<file path="config.mk">
export PLATFORM = sky130hd
export DESIGN_NAME = lbus_cmd_master
export DESIGN_NICKNAME = d
export VERILOG_FILES = /design/src/rtl/lbus_cmd_master.sv
export SDC_FILE = /design/constraint.sdc
export NUM_CORES = 1
export LEC_CHECK = 0
export ABC_AREA = 0
export CORE_MARGIN = 8
export CORE_UTILIZATION = 44
export CTS_CLUSTER_SIZE = 28
export DETAILED_ROUTE_END_ITERATION = 16
export PLACE_DENSITY = 0.74
export SLEW_MARGIN = 15
export SYNTH_ARGS = -nofsm -noshare
export SYNTH_HDL_FRONTEND = slang
export SYNTH_SLANG_ARGS = --single-unit
</file>
<file path="constraint.sdc">
create_clock -name clk -period 1.7 [get_ports clk]
set_input_delay 0.255 -clock clk [delete_from_list [all_inputs] [get_ports clk]]
set_output_delay 0.255 -clock clk [all_outputs]
set_load 0.01 [all_outputs]
</file>
<file path="src/rtl/lbus_cmd_master.sv">
`default_nettype none
// ============================================================================
//  Module   : lbus_cmd_master
//  Purpose  : Byte-stream command master. Parses write/read frames from an
//             rx byte stream, issues one local bus cycle, and returns an ack
//             byte (write) or four read-data bytes (read) on the tx stream.
//  Revision : 1.0 - initial release
// ============================================================================
module lbus_cmd_master #(
    parameter int          XLEN    = 32,
    parameter logic [2:0]  WE_WORD = 3'b011,
    parameter int          RD_LAT  = 1,
    parameter logic [15:0] TIMEOUT = 16'd50000
) (
    input  wire logic            clk,
    input  wire logic            rst_n,
    input  wire logic [7:0]      rx_data,
    input  wire logic            rx_valid,
    output logic                 rx_ready,
    output logic [7:0]           tx_data,
    output logic                 tx_valid,
    input  wire logic            tx_ready,
    output logic [XLEN-1:0]      addr,
    output logic [XLEN-1:0]      qin,
    output logic [2:0]           we,
    input  wire logic [XLEN-1:0] qout,
    output logic                 busy,
    output logic                 err
);

    localparam logic [2:0]  S_IDLE   = 3'd0;
    localparam logic [2:0]  S_ADDR   = 3'd1;
    localparam logic [2:0]  S_DATA   = 3'd2;
    localparam logic [2:0]  S_WRITE  = 3'd3;
    localparam logic [2:0]  S_RDWAIT = 3'd4;
    localparam logic [2:0]  S_RESP   = 3'd5;

    localparam logic [7:0]  c_OP_WR    = 8'h57;
    localparam logic [7:0]  c_OP_RD    = 8'h52;
    localparam logic [7:0]  c_ACK      = 8'h06;
    localparam logic [7:0]  c_LAT_LAST = 8'(RD_LAT - 1);
    localparam logic [15:0] c_TMO_LAST = TIMEOUT - 16'd1;

    logic [2:0]      r_state;
    logic [2:0]      w_state_nxt;
    logic            w_err_nxt;
    logic            r_err;
    logic            r_armed;
    logic            r_is_wr;
    logic [1:0]      r_cnt;
    logic [15:0]     r_tmo;
    logic [7:0]      r_lat;
    logic [1:0]      r_tx_cnt;
    logic [XLEN-1:0] r_addr;
    logic [XLEN-1:0] r_data;
    logic [31:0]     w_word;
    logic            w_rx_ready;
    logic            w_rx_fire;
    logic            w_in_frame;
    logic            w_tmo_hit;
    logic            w_lat_done;
    logic            w_last_tx;

    // The response always carries a 32-bit word, regardless of bus width
    generate
        if (XLEN >= 32) begin : g_word_wide
            assign w_word = r_data[31:0];
        end else begin : g_word_narrow
            assign w_word = {{(32-XLEN){1'b0}}, r_data};
        end
    endgenerate

    // rx is held off until the first clock after reset release
    assign w_rx_ready = r_armed & ((r_state == S_IDLE) | (r_state == S_ADDR) | (r_state == S_DATA));
    assign w_rx_fire  = rx_valid & w_rx_ready;
    assign w_in_frame = (r_state == S_ADDR) | (r_state == S_DATA);
    assign w_tmo_hit  = (r_tmo == c_TMO_LAST);
    assign w_lat_done = (r_lat == c_LAT_LAST);
    assign w_last_tx  = r_is_wr | (r_tx_cnt == 2'd3);

    assign rx_ready = w_rx_ready;
    assign tx_valid = (r_state == S_RESP);
    assign we       = (r_state == S_WRITE) ? WE_WORD : 3'b000;
    assign busy     = (r_state != S_IDLE);
    assign err      = r_err;
    assign addr     = r_addr;
    assign qin      = r_data;

    // Response byte: ack for writes, read word MSB first for reads
    always_comb begin
        tx_data = 8'h00;
        if (r_state == S_RESP) begin
            if (r_is_wr) begin
                tx_data = c_ACK;
            end else begin
                case (r_tx_cnt)
                    2'd0:    tx_data = w_word[31:24];
                    2'd1:    tx_data = w_word[23:16];
                    2'd2:    tx_data = w_word[15:8];
                    default: tx_data = w_word[7:0];
                endcase
            end
        end
    end

    // State register
    always_ff @(posedge clk or negedge rst_n) begin
        if (!rst_n) begin
            r_state <= S_IDLE;
        end else begin
            r_state <= w_state_nxt;
        end
    end

    // Next-state decode and error event detection
    always_comb begin
        w_state_nxt = r_state;
        w_err_nxt   = 1'b0;
        case (r_state)
            S_IDLE: begin
                if (w_rx_fire) begin
                    if ((rx_data == c_OP_WR) || (rx_data == c_OP_RD)) begin
                        w_state_nxt = S_ADDR;
                    end else begin
                        w_err_nxt = 1'b1;
                    end
                end
            end
            S_ADDR: begin
                if (w_rx_fire) begin
                    if (r_cnt == 2'd3) begin
                        w_state_nxt = r_is_wr ? S_DATA : S_RDWAIT;
                    end
                end else if (w_tmo_hit) begin
                    w_state_nxt = S_IDLE;
                    w_err_nxt   = 1'b1;
                end
            end
            S_DATA: begin
                if (w_rx_fire) begin
                    if (r_cnt == 2'd3) begin
                        w_state_nxt = S_WRITE;
                    end
                end else if (w_tmo_hit) begin
                    w_state_nxt = S_IDLE;
                    w_err_nxt   = 1'b1;
                end
            end
            S_WRITE: begin
                w_state_nxt = S_RESP;
            end
            S_RDWAIT: begin
                if (w_lat_done) begin
                    w_state_nxt = S_RESP;
                end
            end
            S_RESP: begin
                if (tx_ready && w_last_tx) begin
                    w_state_nxt = S_IDLE;
                end
            end
            default: begin
                w_state_nxt = S_IDLE;
            end
        endcase
    end

    // Datapath: shift registers, byte/latency/timeout/tx counters, err pulse
    always_ff @(posedge clk or negedge rst_n) begin
        if (!rst_n) begin
            r_armed  <= 1'b0;
            r_err    <= 1'b0;
            r_is_wr  <= 1'b0;
            r_cnt    <= 2'd0;
            r_tmo    <= 16'd0;
            r_lat    <= 8'd0;
            r_tx_cnt <= 2'd0;
            r_addr   <= '0;
            r_data   <= '0;
        end else begin
            r_armed <= 1'b1;
            r_err   <= w_err_nxt;

            if (r_state == S_IDLE) begin
                r_cnt <= 2'd0;
                if (w_rx_fire) begin
                    r_is_wr <= (rx_data == c_OP_WR);
                end
            end else if (w_in_frame && w_rx_fire) begin
                r_cnt <= r_cnt + 2'd1;
            end

            if ((r_state == S_ADDR) && w_rx_fire) begin
                r_addr <= {r_addr[XLEN-9:0], rx_data};
            end

            if ((r_state == S_DATA) && w_rx_fire) begin
                r_data <= {r_data[XLEN-9:0], rx_data};
            end else if ((r_state == S_RDWAIT) && w_lat_done) begin
                r_data <= qout;
            end

            // Idle counter only runs inside a frame; IDLE keeps it cleared for ADDR entry
            if (!w_in_frame || w_rx_fire) begin
                r_tmo <= 16'd0;
            end else begin
                r_tmo <= r_tmo + 16'd1;
            end

            if (r_state == S_RDWAIT) begin
                r_lat <= r_lat + 8'd1;
            end else begin
                r_lat <= 8'd0;
            end

            if (r_state != S_RESP) begin
                r_tx_cnt <= 2'd0;
            end else if (tx_ready) begin
                r_tx_cnt <= r_tx_cnt + 2'd1;
            end
        end
    end

endmodule
`default_nettype wire

</file>
; ---- Word-level counts from Yosys, hierarchy flattened
; Cells that the tools add are included.
[totals]
word_cells = 85
register_bits = 98
input_bits = 44
[op_classes]
n_bitwise = 6
n_addsub = 4
reduce_logical = 18
muxes = 28
eq_ne = 19
[ops]
columns = cell, count
row1 = $mux W32, 2
row2 = $mux W3, 10
row3 = $mux W8, 3
row4 = $pmux W8 S3, 1
row5 = $pmux W3 S6, 1
row6 = $add A16 B1 Y16 const B, 1
row7 = $eq A16 B16 Y1 const B, 1
row8 = $eq A8 B7 Y1 const B, 2
row9 = $mux W16, 1
row10 = $mux W2, 5
row11 = $add A8 B1 Y8 const B, 1
row12 = $logic_not A8 Y1, 1
row13 = $eq A2 B2 Y1 const B, 3
row14 = $eq A3 B2 Y1 const B, 2
row15 = $eq A3 B3 Y1 const B, 2
row16 = $ne A3 B2 Y1 const B, 2
row17 = $reduce_and A6 Y1, 1
row18 = $reduce_bool A2 Y1, 3
row19 = $logic_and A1 B1 Y1, 5
row20 = $add A2 B1 Y2 const B, 2
row21 = $mux W1, 4
row22 = $ne A2 B1 Y1 const B, 2
row23 = $ne A2 B2 Y1 const B, 2
row24 = $or A1 B1 Y1, 4
row25 = 12 further kinds, 14

; ---- Longest topological paths before layout
[depth]
word_depth = 8
ltp_mapped = 9
ltp_nobuf = 7

; ---- Least setup slack after synthesis
; No wires, ideal clock.
[synth_timing]
path_type = register to register
startpoint = register r_lat[0]
endpoint = register r_state[0]
n_path_buf = 0
synth_period_minus_slack_ps = 1767
required_ps = 1566
setup_ps = 134
stages_incl_launch_ff = 8
slack_ps = -67
arrival_ps = 1633
cell_sequence = dfrtp_1 inv_1 ha_1 nor4b_1 a21oi_1 or3_1 a221oi_1 mux2i_1
[synth_via]
elab_chain_cells = 3
[synth_rtl]
columns = item, line
row1 = from (decl), 52  ; logic [7:0] r_lat;
row2 = from (signal assigned), 211  ; r_lat <= r_lat + 8'd1;
row3 = $logic_not A8 Y1, 78  ; assign w_lat_done = (r_lat == c_LAT_LAST);
row4 = $ne A2 B2 Y1 (no source line), -
row5 = $reduce_and A6 Y1 (no source line), -
row6 = to (signal assigned), 111  ; r_state <= w_state_nxt;
row7 = to (decl), 44  ; logic [2:0] r_state;
; No other way between the ends.
; A chain may end at the register's enable or synchronous reset.

; ---- Worst setup path after layout
[layout_timing]
startpoint = register r_tx_cnt[1]
endpoint = output port tx_data[0]
[layout_via]
elab_chain_cells = 4
elab_cells_between_ends = 6
[layout_rtl]
columns = item, line
row1 = from (decl), 53  ; logic [1:0] r_tx_cnt;
row2 = from (signal assigned), 219  ; r_tx_cnt <= r_tx_cnt + 2'd1;
row3 = $eq A2 B2 Y1 (tied with other cells), 96  ; case (r_tx_cnt)
row4 = $pmux W8 S3 *, 96
row5 = $mux W8 *, 93  ; if (r_is_wr) begin
row6 = $mux W8 *, 92  ; if (r_state == S_RESP) begin
row7 = to (decl), 20  ; output logic [7:0] tx_data,
; Mark *: on every way between the ends. The rest lies on a longest branch, timed or not.

==> flow_summary.ini <==
[global_routing]
antenna_found_initial = 0
use_met1_pct = 27.2
grt_overflow = 0
grt_usage_pct = 21.5
busiest_layer = met2
grtUsageMet3_pct = 6.09
grt_max_degree = 36
grt_pass1_wl_um = 24300
grt_pass1_vias = 4479
gr-usage-met2_pct = 34.6

[layout]
drive_above_1_share_pct = 34.4
layout.cells.most_common = dfrtp_1
fin_nets = 707
finalInstanceArea_um2 = 7520
area_delta_synth_final_pct = 62.6
seq_area_um2 = 2460
fillers = 703
diodes = 0
multiInputGateArea_um2 = 2410
final_cell_mix = dfrtp_1, clkdlybuf4s50_1, buf_4

[synthesis]
async_reset_ff_share_pct = 100
synthMuxAreaShare_pct = 8.66
synth_fa_ha_area_share_pct = 2.60
synth_top_family_by_area = simple AND/OR/NAND/NOR gates
ys_warn_count = 0
syn_area_um2 = 4620
ys_seq_area_share_pct = 53.1
synth_compound_gate_area_share_pct = 10.8
ys_types = 47
synth_nets = 496
synth-seq-cells = 98
synth-simple-area-share_pct = 16.4
synthCells = 444
yosys.area_share.xor_xnor_pct = 3.98
synth_edf_count = 0
synth-main-ff-cell = dfrtp_1
avgSynthCellArea_um2 = 10.4

[worst_setup_path]
critPathArrivalTime_ns = 2.02
cp-start-kind = register
cp_data_required_time_ns = 1.44
endpoint_kind = primary output
r2r_slack_ns = -0.35
crit_type = reg2out
worstReg2RegStart = r_tx_cnt[1]
worstReg2RegEnd = r_state[0]
ff2ff_path_depth = 10
cp_max_fo = 12

[die]
rows = 37
die_w_um = 118
initial_core_util_pct = 45.0
dieArea_um2 = 14000
fp.coreArea_um2 = 10300
ios = 123
die_h_um = 118

[drt]
drc = 0
wl_um = 16000
wl_per_cell_um = 20.0
viasPerCell = 5.52
dr.first_iter.drc_count = 333
detail-route-antenna-nets = 0
dr.pass1.iters = 7
dr_total_vias = 4394

[status]
status = finished with violations
violations = negative setup slack

[placed_design]
io_buffer_count = 121
placed_area_um2 = 6450
place_congestion = 0.889
dpl.hpwl_um = 9740

[sta]
final_hold_viol_count = 0
worst_slew_pin_slew_ns = 0.549
post-route-period-util_pct = 134
finalSetupViolCount = 74
rsz0062_at_grt = yes
setup_slack_ns = -0.570
maxSlewViolCount = 0
fmax_ghz = 0.440
finClkSkew_ns = 0.0116
finalCriticalPeriod_ns = 2.27
maxSlewHeadroom_pct = 63.4
setup_tns_ns = -12.57

[clock_network]
clkSinkCount = 98
cts_tree = yes
h-tree-depth = 3
cts_buffers = 9
clk_pin_slew_ns = 0.10
cts-root-buf = clkbuf_8
clock_path_buffers = 2
clk-insertion-delay-late_ns = 0.38

[pwr]
peakVddDrop_mv = 0.666
p_leak_nw = 3.60
power_density_nw_per_um2 = 1610

[run]
drv_cap = 0

[min_path]
hp-class = in2async
cell usage after synthesis (4+ instances only):
master / n / area (um^2)
dfrtp_1: 98 / 2450
buf_2: 10 / 50.1
xor2_1: 12 / 105
nand3_1: 11 / 55.1
ha_1: 8 / 100
nor3_1: 8 / 40.0
xnor2_1: 9 / 78.8
nor2_1: 51 / 191
a222oi_1: 8 / 80.1
clkbuf_1: 7 / 26.3
inv_1: 12 / 45.0
mux2i_1: 4 / 40.0
nand2_1: 74 / 278
and3_1: 5 / 31.3
a22oi_1: 30 / 225
buf_4: 6 / 45.0
mux2_2: 32 / 360
a21oi_1: 14 / 70.1
sequential cells by signal, summed over array words and instances, names as in the netlist:
register and cells:
r_tx_cnt 2, qin 32, addr 32, r_state 3, r_cnt 2, r_lat 8, r_tmo 16, r_is_wr 1
err 1, r_armed 1
power by group:
group	total, mW	internal [mW]	switching, mW
Sequential	3.86	3.17	0.690
Clock	1.55	0.699	0.851
Combinational	6.71	3.74	2.97
Total	12.1	7.61	4.51
through the flow:
| step | util [%] | std cells | setup slack, ns | hold slack, ns | total power, mW |
|---|---|---|---|---|---|
| finish | 73.1 | 796 | -0.570 | 0.395 | 12.1 |
| floorplan | - | 444 | 0.0146 | -0.0406 | 6.13 |
| detailed placement | 62.8 | 749 | -0.498 | 0.244 | 9.20 |
| global placement | 62.8 | 749 | -0.440 | 0.240 | 9.01 |
| global route | 73.1 | 796 | -0.644 | 0.421 | 12.8 |
| CTS | 70.2 | 788 | -0.458 | 0.400 | 11.7 |
final cells by class:
class | count | area share [%]
clock buffers | 10 | 1.70
clock inverters | 6 | 0.982
inverters | 12 | 0.699
multi-input cells | 310 | 32.0
flip-flops and latches | 98 | 32.7
well taps | 136 | 2.26
repair buffers | 224 | 29.7
critical path, cell delays in order (launching register included):
cell	delay [ns]
dfrtp_2	0.46
buf_4	0.15
buf_4	0.12
buf_6	0.11
ha_4	0.17
buf_12	0.15
nor2_2	0.10
a21oi_1	0.05
nor2_1	0.16
buf_2	0.16
metal layers:
metal | part of all wire [%] | vias to the layer above
met1 | 42 | 2178
met4 | 2.6 | 0
met2 | 48 | 209
met5 | 0 | -
li1 | - | 1975
met3 | 7.6 | 32
cells by family after synthesis:
logic type | count (synthesis)
AND/OR/NAND/NOR | 171
flip-flops | 98
AO/OA/AOI/OAI | 68
buffers and inverters | 38
multiplexers | 36
XOR/XNOR | 21
adder cells (fa/ha/maj) | 10
other | 2
worst max-delay path by stage:
stage          cells after the start  slack, ns         from         end
2_1_floorplan                      7       0.01     r_lat[0]  r_state[0]
3_3_place_gp                       7      -0.44  r_tx_cnt[0]  tx_data[2]
3_5_place_dp                       6      -0.50     rx_valid     qin[15]
4_1_cts                            7      -0.46  r_tx_cnt[1]  tx_data[1]
5_1_grt                            9      -0.64  r_tx_cnt[1]  tx_data[2]
6_report                           9      -0.57  r_tx_cnt[1]  tx_data[0]
timing repair:
| item | CTS | global route |
|---|---|---|
| gates resized for setup | 127 | 84 |
| cloned | 7 | 3 |
| pin swaps | 27 | 56 |
| hold buffers | 1 | 0 |
| endpoints found under the hold margin | 31 | 0 |
| buffers inserted | 16 | 20 |
| setup endpoints to repair | 81 | 99 |
(Power assumes the default switching activity.)
